$ cat config.mk
export PLATFORM = sky130hd
export DESIGN_NAME = priority_scan_encoder_flat
export DESIGN_NICKNAME = d
export VERILOG_FILES = /design/src/rtl/priority_scan_encoder_if.sv /design/src/rtl/priority_scan_encoder.sv /design/src/flat_wrapper.sv
export SDC_FILE = /design/constraint.sdc
export NUM_CORES = 1
export LEC_CHECK = 0
export ABC_AREA = 1
export BUFFER_PORTS_ARGS = -buffer_cell sky130_fd_sc_hd__clkbuf_2
export CAP_MARGIN = 25
export CELL_PAD_IN_SITES_DETAIL_PLACEMENT = 0
export CELL_PAD_IN_SITES_GLOBAL_PLACEMENT = 1
export CORE_ASPECT_RATIO = 0.7
export CORE_MARGIN = 1.5
export CORE_UTILIZATION = 23
export DETAILED_ROUTE_END_ITERATION = 10
export HOLD_SLACK_MARGIN = 0.12
export PLACE_DENSITY_LB_ADDON = 0.12
export SYNTH_ARGS = -nofsm -noshare
export SYNTH_HDL_FRONTEND = slang
export SYNTH_SLANG_ARGS = --single-unit
$ cat constraint.sdc
create_clock -name clk_i -period 6.95 [get_ports clk_i]
set_input_delay 0.695 -clock clk_i [delete_from_list [all_inputs] [get_ports clk_i]]
set_output_delay 0.695 -clock clk_i [all_outputs]
set_load 0.01 [all_outputs]
$ cat src/rtl/priority_scan_encoder_if.sv
// Valid/ready bus of the priority scan encoder: request vectors in, one index beat out per handshake.
interface priority_scan_encoder_if #(
  parameter int WIDTH = 32
);
  localparam int IDX_W = $clog2(WIDTH);

  logic             valid_i;
  logic             ready_o;
  logic [WIDTH-1:0] data_i;
  logic             valid_o;
  logic             ready_i;
  logic [IDX_W-1:0] index_o;
  logic             last_o;
  logic             zero_o;
  logic [IDX_W:0]   beat_o;

  modport slave (
    input  valid_i, data_i, ready_i,
    output ready_o, valid_o, index_o, last_o, zero_o, beat_o
  );

  modport master (
    output valid_i, data_i, ready_i,
    input  ready_o, valid_o, index_o, last_o, zero_o, beat_o
  );
endinterface

$ cat src/rtl/priority_scan_encoder.sv
// Holds an accepted request vector and emits the index of every set bit, one beat per
// output handshake, lowest-first or highest-first.
module priority_scan_encoder #(
  parameter int WIDTH     = 32,
  parameter bit MSB_FIRST = 1'b0
) (
  input logic                   clk_i,
  input logic                   rst_i,
  priority_scan_encoder_if.slave bus
);
  localparam int IDX_W = $clog2(WIDTH);

  typedef enum logic {IDLE, SCAN} state_t;

  state_t           r_state, w_stateNext;
  logic [WIDTH-1:0] r_pending, w_pendingNext, w_emitMask;
  logic [IDX_W:0]   r_beat, w_beatNext;
  logic [IDX_W-1:0] w_index;
  logic             w_zero, w_single, w_valid, w_last, w_ready, w_accept, w_consume;

  // Later matches overwrite earlier ones, so the loop direction selects the priority.
  always_comb begin
    w_index = '0;
    if (MSB_FIRST) begin
      for (int i = 0; i < WIDTH; i++)
        if (r_pending[i]) w_index = IDX_W'(i);
    end else begin
      for (int i = WIDTH - 1; i >= 0; i--)
        if (r_pending[i]) w_index = IDX_W'(i);
    end
    w_emitMask = '0;
    for (int i = 0; i < WIDTH; i++)
      w_emitMask[i] = (IDX_W'(i) == w_index);
  end

  assign w_zero    = (r_pending == '0);
  assign w_single  = !w_zero && ((r_pending & (r_pending - WIDTH'(1))) == '0);
  assign w_valid   = (r_state == SCAN);
  assign w_last    = w_valid && (w_zero || w_single);
  assign w_ready   = !w_valid || (w_last && bus.ready_i);
  assign w_accept  = bus.valid_i && w_ready;
  assign w_consume = w_valid && bus.ready_i;

  always_comb begin
    w_stateNext   = r_state;
    w_pendingNext = r_pending;
    w_beatNext    = r_beat;
    if (w_accept) begin
      w_stateNext   = SCAN;
      w_pendingNext = bus.data_i;
      w_beatNext    = '0;
    end else if (w_consume) begin
      w_pendingNext = r_pending & ~w_emitMask;
      w_beatNext    = r_beat + (IDX_W + 1)'(1);
      if (w_last) begin
        w_stateNext   = IDLE;
        w_pendingNext = '0;
        w_beatNext    = '0;
      end
    end
  end

  always_ff @(posedge clk_i) begin
    if (rst_i) begin
      r_state   <= IDLE;
      r_pending <= '0;
      r_beat    <= '0;
    end else begin
      r_state   <= w_stateNext;
      r_pending <= w_pendingNext;
      r_beat    <= w_beatNext;
    end
  end

  assign bus.ready_o = w_ready;
  assign bus.valid_o = w_valid;
  assign bus.index_o = w_valid ? w_index : '0;
  assign bus.last_o  = w_last;
  assign bus.zero_o  = w_valid && w_zero;
  assign bus.beat_o  = w_valid ? r_beat : '0;
endmodule

$ cat src/flat_wrapper.sv
// flat-port wrapper written by rule: the top's interface ports become plain ports
module priority_scan_encoder_flat 
#(
  parameter int WIDTH     = 32,
  parameter bit MSB_FIRST = 1'b0
)
  (clk_i, rst_i, bus_valid_i, bus_data_i, bus_ready_i, bus_ready_o, bus_valid_o, bus_index_o, bus_last_o, bus_zero_o, bus_beat_o);
  priority_scan_encoder_if #(.WIDTH(WIDTH)) bus_i ();
  input logic clk_i;
  input logic rst_i;
  input wire logic [$bits(bus_i.valid_i)-1:0] bus_valid_i;
  input wire logic [$bits(bus_i.data_i)-1:0] bus_data_i;
  input wire logic [$bits(bus_i.ready_i)-1:0] bus_ready_i;
  output wire logic [$bits(bus_i.ready_o)-1:0] bus_ready_o;
  output wire logic [$bits(bus_i.valid_o)-1:0] bus_valid_o;
  output wire logic [$bits(bus_i.index_o)-1:0] bus_index_o;
  output wire logic [$bits(bus_i.last_o)-1:0] bus_last_o;
  output wire logic [$bits(bus_i.zero_o)-1:0] bus_zero_o;
  output wire logic [$bits(bus_i.beat_o)-1:0] bus_beat_o;
  assign bus_i.valid_i = bus_valid_i;
  assign bus_i.data_i = bus_data_i;
  assign bus_i.ready_i = bus_ready_i;
  assign bus_ready_o = bus_i.ready_o;
  assign bus_valid_o = bus_i.valid_o;
  assign bus_index_o = bus_i.index_o;
  assign bus_last_o = bus_i.last_o;
  assign bus_zero_o = bus_i.zero_o;
  assign bus_beat_o = bus_i.beat_o;
  priority_scan_encoder #(.WIDTH(WIDTH), .MSB_FIRST(MSB_FIRST)) u_core (.clk_i(clk_i), .rst_i(rst_i), .bus(bus_i));
endmodule
Word level (Yosys, flattened, before mapping)
Cells that the tools add are included.
Widths: inputs -> output; s select.
{"block": "totals", "input_bits": 36, "memories": 0, "register_bits": 39, "word_cells": 97, "output_inout_bits": 15, "mem_bits_ro": 0, "ram_bits": 0, "latchBits": 0}
{"block": "classes", "addsub": 2, "n_bitwise": 3, "order_cmp": 0, "multipliers": 0, "shift": 0, "mux": 41, "div_mod_pow": 0, "n_eq_ne": 31, "reduce_logical": 17}
{"cell": "$mux 5", "count": 33}
{"cell": "$mux 32", "count": 3}
{"cell": "$eq 5x5->1 const A", "count": 16}
{"cell": "$and 32x32->32", "count": 2}
{"cell": "$logic_not 32->1", "count": 2}
{"cell": "$eq 4x5->1 const A", "count": 8}
{"cell": "$not 32->32", "count": 1}
{"cell": "$sub 32x1->32 const B", "count": 1}
{"cell": "$eq 3x5->1 const A", "count": 4}
{"cell": "$mux 6", "count": 2}
{"cell": "$eq 2x5->1 const A", "count": 2}
{"cell": "$add 6x1->6 const B", "count": 1}
{"cell": "$logic_and 1x1->1", "count": 6}
{"cell": "$eq 1x5->1 const A", "count": 1}
{"cell": "$logic_not 5->1", "count": 1}
{"cell": "$reduce_bool 2->1", "count": 2}
{"cell": "$mux 1", "count": 3}
{"cell": "$logic_not 1->1", "count": 2}
{"cell": "$logic_or 1x1->1", "count": 2}
{"cell": "$reduce_and 2->1", "count": 1}
{"cell": "$reduce_or 2->1", "count": 1}

Depth between registers and ports, before layout
Gate-level depths: netlist of the first run.
{"block": "logic_depth", "depth_word": 38, "ltp_mapped": 33, "depth_no_buf": 33}

Least setup slack after synthesis of the first run
No wires, ideal clock.
{"block": "synth_timing", "path_kind": "reg2out", "start": "reg u_core.r_pending[0]", "end": "out bus_last_o", "path_buffers": 0, "t_required_ns": 6.255, "path_slack_ns": 3.940, "path_stages_with_launch": 10, "arrival_ns": 2.315, "cell_sequence": "dfxtp_1 > nor2_2 > nand2_4 > nor2_8 > nand4_4 > nor3_4 > nand2_1 > o31a_1 > or4_1 > o41ai_1"}
{"block": "synth_via", "elab_chain_cells": 6, "word_cells_on_any_way": 8, "classes_between": "add/sub: 1; bitwise: 1; reduce/logical: 6"}
{"item": "start: declaration", "line_no": "priority_scan_encoder.sv:16", "rtl": "logic [WIDTH-1:0] r_pending, w_pendingNext, w_emitMask;"}
{"item": "start signal: assignment", "line_no": "priority_scan_encoder.sv:70", "rtl": "r_pending <= w_pendingNext;"}
{"item": "$sub 32x1->32", "line_no": "priority_scan_encoder.sv:37", "rtl": "assign w_single = !w_zero && ((r_pending & (r_pending - WIDTH'(1))) == '0);"}
{"item": "$and 32x32->32", "line_no": "priority_scan_encoder.sv:37"}
{"item": "$logic_not 32->1", "line_no": "priority_scan_encoder.sv:37"}
{"item": "$logic_and 1x1->1", "line_no": "priority_scan_encoder.sv:37"}
{"item": "$logic_or 1x1->1 (*)", "line_no": "priority_scan_encoder.sv:39", "rtl": "assign w_last = w_valid && (w_zero || w_single);"}
{"item": "$logic_and 1x1->1 (*)", "line_no": "priority_scan_encoder.sv:39"}
{"item": "end: declaration", "line_no": "flat_wrapper.sv:17", "rtl": "output wire logic [$bits(bus_i.last_o)-1:0] bus_last_o;"}
Every way passes the cells marked *; elsewhere a longest branch is shown, timed or not.

Final worst setup path of the first run
{"block": "layout_timing", "start": "reg u_core.r_pending[0]", "end": "out bus_ready_o"}
{"block": "layout_via", "elab_chain_cells": 8, "word_cells_on_any_way": 10, "classes_between": "add/sub: 1; bitwise: 1; reduce/logical: 8"}
{"item": "$sub 32x1->32", "line_no": "priority_scan_encoder.sv:37"}
{"item": "$and 32x32->32", "line_no": "priority_scan_encoder.sv:37"}
{"item": "$logic_not 32->1", "line_no": "priority_scan_encoder.sv:37"}
{"item": "$logic_and 1x1->1", "line_no": "priority_scan_encoder.sv:37"}
{"item": "$logic_or 1x1->1 (*)", "line_no": "priority_scan_encoder.sv:39"}
{"item": "$logic_and 1x1->1 (*)", "line_no": "priority_scan_encoder.sv:39"}
{"item": "$logic_and 1x1->1 (*)", "line_no": "priority_scan_encoder.sv:40", "rtl": "assign w_ready = !w_valid || (w_last && bus.ready_i);"}
{"item": "$logic_or 1x1->1 (*)", "line_no": "priority_scan_encoder.sv:40"}
{"item": "end: declaration", "line_no": "flat_wrapper.sv:14", "rtl": "output wire logic [$bits(bus_i.ready_o)-1:0] bus_ready_o;"}
Marks and branches as above.

==> results of run 1 <==
[path summary, 6_finish.rpt]
check / start / to / cells after the start / slack (ns)
max: u_core.r_pending[0]$_SDFFE_PP0P_ / bus_ready_o / 16 / 2.98
min: u_core.r_beat[1]$_SDFFE_PP0P_ / u_core.r_beat[1]$_SDFFE_PP0P_ / 2 / 0.52
max reg2reg: u_core.r_pending[0]$_SDFFE_PP0P_ / u_core.r_beat[2]$_SDFFE_PP0P_ / 18 / 3.33
min reg2reg: u_core.r_beat[1]$_SDFFE_PP0P_ / u_core.r_beat[1]$_SDFFE_PP0P_ / 2 / 0.52
[state kept, by name, summed over array words and instances (netlist names)]
name	count
u_core.bus.valid_o	1
u_core.r_beat	6
u_core.r_pending	32
[stage by stage]
step / cell area [um2] / power, uW / util, % / instances / setup slack (ns)
floorplan: 2900 / 453 / - / 472 / 3.94
global placement: 3240 / 522 / 26.2 / 666 / 3.26
detailed placement: 3240 / 520 / 26.2 / 666 / 3.27
CTS: 3380 / 755 / 27.4 / 674 / 2.94
global route: 3380 / 799 / 27.4 / 674 / 2.63
finish: 3380 / 744 / 27.4 / 674 / 2.98
[cell families after synthesis]
logic type | count (synthesis) | synth area share [%]
AOI/OAI and AO/OA | 100 | 19.7
xor gates and xnor gates | 3 | 0.907
adders and majority gates | 1 | 0.432
buffers and inverters | 102 | 15.1
DFF | 39 | 27.0
and+or+nand+nor | 227 | 36.9
[cells in the mapped netlist]
cell                        count
sky130_fd_sc_hd__nor2_1        45
sky130_fd_sc_hd__nand3b_1       1
sky130_fd_sc_hd__nor3_1         9
sky130_fd_sc_hd__nor3b_1        1
sky130_fd_sc_hd__clkinv_1       1
sky130_fd_sc_hd__nor4_1         4
sky130_fd_sc_hd__nand3_1       42
sky130_fd_sc_hd__a21oi_1       18
sky130_fd_sc_hd__nand2_4        3
sky130_fd_sc_hd__nand4_4        1
sky130_fd_sc_hd__clkinv_4       1
sky130_fd_sc_hd__nor2_2         6
sky130_fd_sc_hd__inv_1         77
sky130_fd_sc_hd__buf_6          6
sky130_fd_sc_hd__nor2_8         1
sky130_fd_sc_hd__o31ai_1        2
sky130_fd_sc_hd__a211oi_1       1
sky130_fd_sc_hd__o211ai_1       2
sky130_fd_sc_hd__o21ai_2        1
sky130_fd_sc_hd__nand2_1      104
sky130_fd_sc_hd__o2111a_1       1
sky130_fd_sc_hd__nand2_2        2
sky130_fd_sc_hd__dfxtp_1       39
sky130_fd_sc_hd__o21ai_0       44
sky130_fd_sc_hd__xnor2_1        1
sky130_fd_sc_hd__inv_2          4
sky130_fd_sc_hd__o41ai_1        1
sky130_fd_sc_hd__a31oi_1       28
sky130_fd_sc_hd__clkbuf_1       9
sky130_fd_sc_hd__or4_1          1
sky130_fd_sc_hd__nor4_4         1
sky130_fd_sc_hd__xor2_1         2
sky130_fd_sc_hd__o2111ai_1      1
sky130_fd_sc_hd__o31a_1         1
sky130_fd_sc_hd__buf_2          4
sky130_fd_sc_hd__nor3_4         1
sky130_fd_sc_hd__ha_1           1
sky130_fd_sc_hd__nor3_2         1
sky130_fd_sc_hd__nand4_1        2
sky130_fd_sc_hd__nor2_4         2
[power breakdown]
| group | leakage [uW] | internal, uW | switching, uW | total (uW) |
|---|---|---|---|---|
| Sequential | 0.000322 | 244 | 25.8 | 269 |
| Combinational | 0.00122 | 81.0 | 164 | 245 |
| Clock | 0.0000733 | 131 | 98.5 | 230 |
| Total | 0.00161 | 456 | 288 | 744 |
[routing by layer]
metal	up-vias	GRT usage, %	routed length, um
li1	1626	-	-
met5	-	0	0
met4	0	1.94	14
met2	71	20.4	3560
met1	1326	24.7	5650
met3	3	3.09	409
[layout make-up]
class	count	area [um2]
fill	1434	8960
sequential	39	781
timing repair buffer	51	258
inverter	83	317
clock buffer	5	125
tap	162	203
multi-input combinational	331	1680
clock inverter	3	15.0
[worst register-to-register path, stage by stage (launching register included)]
cell and delay [ns]:
sky130_fd_sc_hd__dfxtp_1 0.34, sky130_fd_sc_hd__nor2_2 0.22, sky130_fd_sc_hd__nand2_4 0.11, sky130_fd_sc_hd__nor2_8 0.16, sky130_fd_sc_hd__nand4_4 0.14, sky130_fd_sc_hd__nor3_4 0.21
sky130_fd_sc_hd__nand2_1 0.16, sky130_fd_sc_hd__nand2_1 0.10, sky130_fd_sc_hd__inv_2 0.05, sky130_fd_sc_hd__nor4_4 0.18, sky130_fd_sc_hd__nand4_1 0.20, sky130_fd_sc_hd__nor3_2 0.16
sky130_fd_sc_hd__nand4_1 0.17, sky130_fd_sc_hd__nand2_1 0.13, sky130_fd_sc_hd__nand2_2 0.08, sky130_fd_sc_hd__nand2_4 0.34, sky130_fd_sc_hd__nand2_4 0.36, sky130_fd_sc_hd__nand3_1 0.30
sky130_fd_sc_hd__nor3b_1 0.08
==> Implementation_results.wiki, run 1 <==
{| class="wikitable"
! Metric !! Value
|-
| CP arrival || 3.28 ns
|-
| CP top delay family || simple AND/OR/NAND/NOR gates
|-
| Vias in the first global route || 3048
|-
| Overall via count from detail_route || 3026
|-
| Slew margin rel. || 32.0%
|-
| Clock-pin slew on the worst setup and hold paths || 0.07 ns
|-
| HPWL Detailed || 7.11 mm
|-
| Power per Cell Area || 220 nW/um2
|-
| Post-CTS Setup Repair Bufs || 0
|-
| Max-slew violation total from the final report || 0
|-
| Aggregate negative setup slack || 0 ns
|-
| Remaining Overflow, GRT || 0
|-
| Std-Cell Rows || 34
|-
| Total CTS buffers || 5
|-
| Slowest cell on the critical path || sky130_fd_sc_hd__dfxtp_1
|-
| Number of distinct library cells after synthesis || 40
|-
| Die outline height || 96.9 um
|-
| Critical path start-end classification || reg2out
|-
| Number of DRC violations after detailed routing || 0
|-
| Worst Setup Start Kind || flip-flop
|-
| Routed wire length || 9.63 mm
|-
| Worst path cell trace || nor2_2 > nand2_4 > nor2_8 > nand4_4 > nor3_4 > nand2_1 > nand2_1 > inv_2 > nor4_4 > nand4_1 > nor3_2 > nand4_1 > nand2_1 > nand2_2 > nand2_4 > clkbuf_2
|-
| Number of buffers on the longest clock path || 2
|-
| CTS root buffer || sky130_fd_sc_hd__clkbuf_16
|-
| Later-pin clock latency in the skew report || 0.29 ns
|-
| Warnings, synthesis || 0
|-
| Measured slew at the worst slew-check pin || 1.02 ns
|-
| Cell count after synthesis || 472
|-
| Final layout net count || 548
|-
| Crit share post-route || 57.1%
|-
| Final period demand of the worst path || 3.97 ns
|-
| Sequential cell area fraction in the yosys report || 27.0%
|-
| Wire length of the first global-routing pass || 15.9 mm
|-
| Number of top-level pins || 51
|-
| Area growth syn-to-layout || 16.5%
|-
| Core ar. || 12300 um2
|-
| Most common library cell in the layout ignoring fill and taps || sky130_fd_sc_hd__nand2_1
|-
| Routability Congestion || 0.790
|-
| Net count after synthesis || 509
|-
| Average via count per standard cell || 4.49
|-
| Initial Utilization || 23.5%
|-
| Number of endpoints failing setup at the final stage || 0
|-
| Pin count of the biggest net entering global routing || 63
|-
| Leakage power figure || 0.00161 uW
|-
| Post-DR wirelength/cell || 14.3 um
|-
| Fraction of final layout cells sized beyond drive strength 1 || 16.2%
|-
| Buffering stage count on the worst path with inverters included || 2
|-
| Hold slack || 0.517 ns
|-
| Final-report hold violation count || 0
|-
| Length of the first detailed-routing pass in iterations || 5
|-
| Top area cells in the synthesized netlist || sky130_fd_sc_hd__dfxtp_1, sky130_fd_sc_hd__nand2_1, sky130_fd_sc_hd__inv_1, sky130_fd_sc_hd__o21ai_0, sky130_fd_sc_hd__nand3_1
|-
| Antenna violations before repair || 0
|-
| Most frequent cells in the layout || sky130_fd_sc_hd__nand2_1, sky130_fd_sc_hd__inv_1, sky130_fd_sc_hd__clkbuf_2, sky130_fd_sc_hd__nor2_1, sky130_fd_sc_hd__o21ai_0
|-
| Post-synth top area cell || sky130_fd_sc_hd__dfxtp_1
|-
| Required arrival time at the worst endpoint || 6.25 ns
|-
| Hold bufs inserted after CTS || 0
|-
| Endpoint class of the critical path || primary output
|-
| Highest ir drop seen on vdd || 80.6 uV
|-
| Total GRT Usage || 15.2%
|-
| Setup Skew || 0.00804 ns
|-
| Maximum cell stage delay along the critical path || 0.34 ns
|-
| RSZ-0062 raised after global routing || no
|-
| Clock tree from TritonCTS || yes
|-
| Critical Path Fanout Max || 31
|-
| Die width || 137 um
|-
| Flip-flop and latch count after synthesis || 39
|-
| Final antenna diode count || 0
|-
| Count of antenna-violating nets left after detailed routing || 0
|-
| CTS H-tree lvls || 2
|-
| Max-cap violation count || 0
|-
| Syn_area_per_cell || 6.14 um2
|-
| Number of port buffers || 50
|-
| Area of the die || 13300 um2
|-
| Sink Count || 39
|-
| Most numerous cell on the critical path || sky130_fd_sc_hd__nand2_1
|-
| Initial DRC count || 182
|-
| Type of the tightest min-delay check || reg2reg
|-
| Area of the mapped netlist || 2900 um2
|-
| Post-CTS resize count || 0
|-
| Maximum achievable frequency || 252 MHz
|-
| Run status || finished clean
|-
| Fraction of synthesized cell area taken by the top area cell type || 27.0%
|}
Note: power is estimated with default switching activity, not from simulation.
==> run 2: changes to the inputs <==
--- a/config.mk
+++ b/config.mk
@@ -5,7 +5,7 @@
 export SDC_FILE = /design/constraint.sdc
 export NUM_CORES = 1
 export LEC_CHECK = 0
-export ABC_AREA = 1
+export ABC_AREA = 0
 export BUFFER_PORTS_ARGS = -buffer_cell sky130_fd_sc_hd__clkbuf_2
 export CAP_MARGIN = 25
 export CELL_PAD_IN_SITES_DETAIL_PLACEMENT = 0
==> constraint.sdc (replaced) <==
create_clock -name clk_i -period 4 [get_ports clk_i]
set_input_delay 0.4 -clock clk_i [delete_from_list [all_inputs] [get_ports clk_i]]
set_output_delay 0.4 -clock clk_i [all_outputs]
set_load 0.01 [all_outputs]
==> run 2 against run 1 <==
Via count down 2.9%. Clock power is 100% higher. Largest cell class unchanged. Cell area decreased by 2.3%. Final cell count decreased by 20%. Hold slack worse by 0.21 ns. Synthesized cell count is 31% lower. Highest routed layer unchanged. Sequential power is 81% higher. Clock skew about the same. Global-route usage rose by 3.3 points. Power increased by 100%. Utilization grew 2.3 points.
==> Implementation_results.wiki, run 2 <==
{| class="wikitable"
! Metric !! Value
|-
| Run status || finished clean
|-
| Remaining Overflow, GRT || 0 (unchanged)
|-
| CTS root buffer || sky130_fd_sc_hd__clkbuf_16
|-
| Measured slew at the worst slew-check pin || 0.912 ns (-0.106 ns)
|-
| Flip-flop and latch count after synthesis || 39 (unchanged)
|-
| Post-DR wirelength/cell || 20.4 um (+43%)
|-
| Most frequent cells in the layout || sky130_fd_sc_hd__clkbuf_2, sky130_fd_sc_hd__dfxtp_1, sky130_fd_sc_hd__nand2_1, sky130_fd_sc_hd__nor2_1, sky130_fd_sc_hd__o31ai_1
|-
| HPWL Detailed || 8.53 mm (+20%)
|-
| Type of the tightest min-delay check || in2reg
|-
| Fraction of final layout cells sized beyond drive strength 1 || 22.2% (+6.0 points)
|-
| Area growth syn-to-layout || 24.2%
|-
| CTS H-tree lvls || 2 (unchanged)
|-
| Number of DRC violations after detailed routing || 0 (unchanged)
|-
| Critical path start-end classification || reg2out
|-
| Final layout net count || 420 (-23%)
|-
| Pin count of the biggest net entering global routing || 32 (-49%)
|-
| Worst path cell trace || nor4_2 > nand4_2 > o41ai_2 > nor2b_1 > nand4_1 > o41ai_1 > clkbuf_2
|-
| Most common cell in the synthesized netlist || sky130_fd_sc_hd__dfxtp_1
|-
| Net count after synthesis || 363 (-29%)
|-
| Core ar. || 11100 um2 (-9.8%)
|-
| Crit share post-route || 93.0%
|-
| Wire length of the first global-routing pass || 16.9 mm (+6.3%)
|-
| Most common library cell in the layout ignoring fill and taps || sky130_fd_sc_hd__clkbuf_2
|-
| Die outline height || 92.9 um (-4.1%)
|-
| Hold slack || 0.311 ns (-0.206 ns)
|-
| Number of top-level pins || 51 (unchanged)
|-
| Clock-pin slew on the worst setup and hold paths || 0.06 ns (about the same)
|-
| RSZ-0062 raised after global routing || no
|-
| Std-Cell Rows || 32 (-5.9%)
|-
| Later-pin clock latency in the skew report || 0.29 ns (about the same)
|-
| Post-synth top flop || sky130_fd_sc_hd__dfxtp_1
|-
| Ys async rst share || 0% (unchanged)
|-
| Post-layout power || 1480 uW (+100%)
|-
| Logic depth of the worst register-to-register path || 9 (-9)
|-
| Count of antenna-violating nets left after detailed routing || 0 (unchanged)
|-
| Cell Count, Final, Fillers Out || 536 (-20%)
|-
| Post-CTS resize count || 0 (unchanged)
|-
| Placed insts || 529 (-21%)
|-
| Length of the first detailed-routing pass in iterations || 5 (unchanged)
|-
| Routability Congestion || 0.903 (+14%)
|-
| Warnings, synthesis || 0 (unchanged)
|-
| Area of the mapped netlist || 2660 um2 (-8.3%)
|-
| Hold bufs inserted after CTS || 0 (unchanged)
|-
| Cell count after synthesis || 326 (-31%)
|-
| Clock tree from TritonCTS || yes
|-
| Max-slew violation total from the final report || 0 (unchanged)
|-
| Max-cap violation count || 0 (unchanged)
|-
| Slew margin rel. || 39.2% (+7.2 points)
|-
| Count of flip-flops with a built-in enable after synthesis || 0 (unchanged)
|-
| Area of the die || 12200 um2 (-8.1%)
|-
| CP arrival || 3.32 ns (+0.04 ns)
|-
| Syn_area_per_cell || 8.15 um2 (+33%)
|-
| Number of distinct library cells after synthesis || 56 (+40%)
|-
| Vias in the first global route || 2791 (-8.4%)
|-
| Leakage power figure || 0.00127 uW (-21%)
|-
| Register bank with the most flops || u_core.r_pending
|-
| Number of endpoints failing setup at the final stage || 0 (unchanged)
|-
| Slowest cell on the critical path || sky130_fd_sc_hd__o41ai_1
|-
| Maximum achievable frequency || 269 MHz
|-
| Setup Skew || 0.00806 ns (+0.0000236 ns)
|-
| Overall via count from detail_route || 2937 (-2.9%)
|-
| Initial Utilization || 23.9% (+0.39 points)
|-
| Max reg flops || 32 (unchanged)
|-
| Average via count per standard cell || 5.48 (+22%)
|-
| Endpoint class of the critical path || primary output
|-
| Post-synth top area cell || sky130_fd_sc_hd__dfxtp_1
|-
| Total GRT Usage || 18.4% (+3.3 points)
|-
| Number of port buffers || 50 (unchanged)
|-
| Final period demand of the worst path || 3.72 ns
|-
| Initial DRC count || 238 (+31%)
|-
| Total CTS buffers || 5 (unchanged)
|-
| Highest ir drop seen on vdd || 176 uV (+120%)
|-
| Final critical-path setup slack || 0.280 ns (-2.70 ns)
|-
| Antenna violations before repair || 0 (unchanged)
|-
| Routed wire length || 10.9 mm (+13%)
|-
| Required arrival time at the worst endpoint || 3.60 ns (-2.65 ns)
|-
| Sequential cell area fraction in the yosys report || 29.4% (+2.4 points)
|-
| Aggregate negative setup slack || 0 ns (unchanged)
|-
| Final antenna diode count || 0 (unchanged)
|-
| Number of buffers on the longest clock path || 2 (unchanged)
|-
| Fraction of synthesized cell area taken by the top area cell type || 29.4% (+2.4 points)
|-
| Die width || 131 um (-4.1%)
|-
| Most frequent cells after synthesis || sky130_fd_sc_hd__dfxtp_1, sky130_fd_sc_hd__nand2_1, sky130_fd_sc_hd__nor2_1
|-
| Power per Cell Area || 450 nW/um2 (+100%)
|-
| Maximum cell stage delay along the critical path || 0.66 ns (+0.32 ns)
|-
| Sink Count || 39 (unchanged)
|-
| Final-report hold violation count || 0 (unchanged)
|-
| Critical Path Fanout Max || 9 (-71%)
|-
| Worst Setup Start Kind || flip-flop
|-
| Top area cells in the synthesized netlist || sky130_fd_sc_hd__dfxtp_1, sky130_fd_sc_hd__a32o_1, sky130_fd_sc_hd__o31ai_1, sky130_fd_sc_hd__a22o_1, sky130_fd_sc_hd__nand2_1
|-
| Count of cells along the worst hold path || 2 (unchanged)
|-
| Setup Slack @ Placement || 0.654 ns (-2.61 ns)
|-
| Post-CTS Setup Repair Bufs || 0 (unchanged)
|}
run 2: changes by cell type after synthesis, sizes merged, moves of 16 or more:
cell,delta
a32o,+16
nor2,-28
nand2,-80
inv,-71
o21ai,-30
a31oi,-24
nand3,-29
run 2: final timing paths:
kind                                                         from                                 to  slack, ns
worst min register to register      u_core.r_beat[1]$_SDFFE_PP0P_      u_core.r_beat[1]$_SDFFE_PP0P_       0.54
worst max register to register  u_core.r_pending[12]$_SDFFE_PP0P_  u_core.r_pending[31]$_SDFFE_PP0P_       0.61
worst min-delay path                               bus_data_i[24]  u_core.r_pending[24]$_SDFFE_PP0P_       0.31
worst max-delay path            u_core.r_pending[12]$_SDFFE_PP0P_                        bus_ready_o       0.28
run 2: kinds of logic (layout without fill, tap and decap cells):
group / after synthesis / count (layout) / synth area share [%]
AND/OR/NAND/NOR: 140 / 140 / 29.8
AO/OA/AOI/OAI: 116 / 116 / 34.4
flip-flops: 39 / 39 / 29.4
buffers and inverters: 25 / 82 / 4.24
XOR/XNOR: 4 / 4 / 1.32
adder cells (fa/ha/maj): 1 / 1 / 0.471
multiplexers: 1 / 1 / 0.377
run 2: cell type report:
cell class | instances | area, um2
fill | 1279 | 7830
multi-input combinational | 262 | 1760
sequential | 39 | 781
timing repair buffer | 65 | 363
tap | 153 | 191
clock buffer | 5 | 125
clock inverter | 2 | 37.5
inverter | 10 | 37.5
run 2: critical path: cells and delay by family (launching register included):
kind	cells	cell delay [ns]
buffers and inverters	1	0.24
and+or+nand+nor	4	1.30
DFF	1	0.41
AOI/OAI and AO/OA	2	1.07
run 2: power by group:
part	leakage (uW)	switching [uW]	internal, uW
Combinational	0.000873	340	188
Clock	0.0000759	177	291
Sequential	0.000321	66.2	421
run 2: through the flow:
stage	area, um2	util [%]
final	3300	29.6
after global routing	3300	29.6
after CTS	3300	29.6
after detailed placement	3140	28.2
after global placement	3140	28.2
after floorplan	2660	-
run 2: metal layers:
layer  global-route usage [%]  vias to the layer above  part of all wire [%]
li1                         -                     1416                     -
met3                     4.38                        8                   7.5
met2                     24.0                      110                    37
met5                        0                        -                     0
met1                     29.5                     1403                    55
met4                     3.43                        0                  0.71
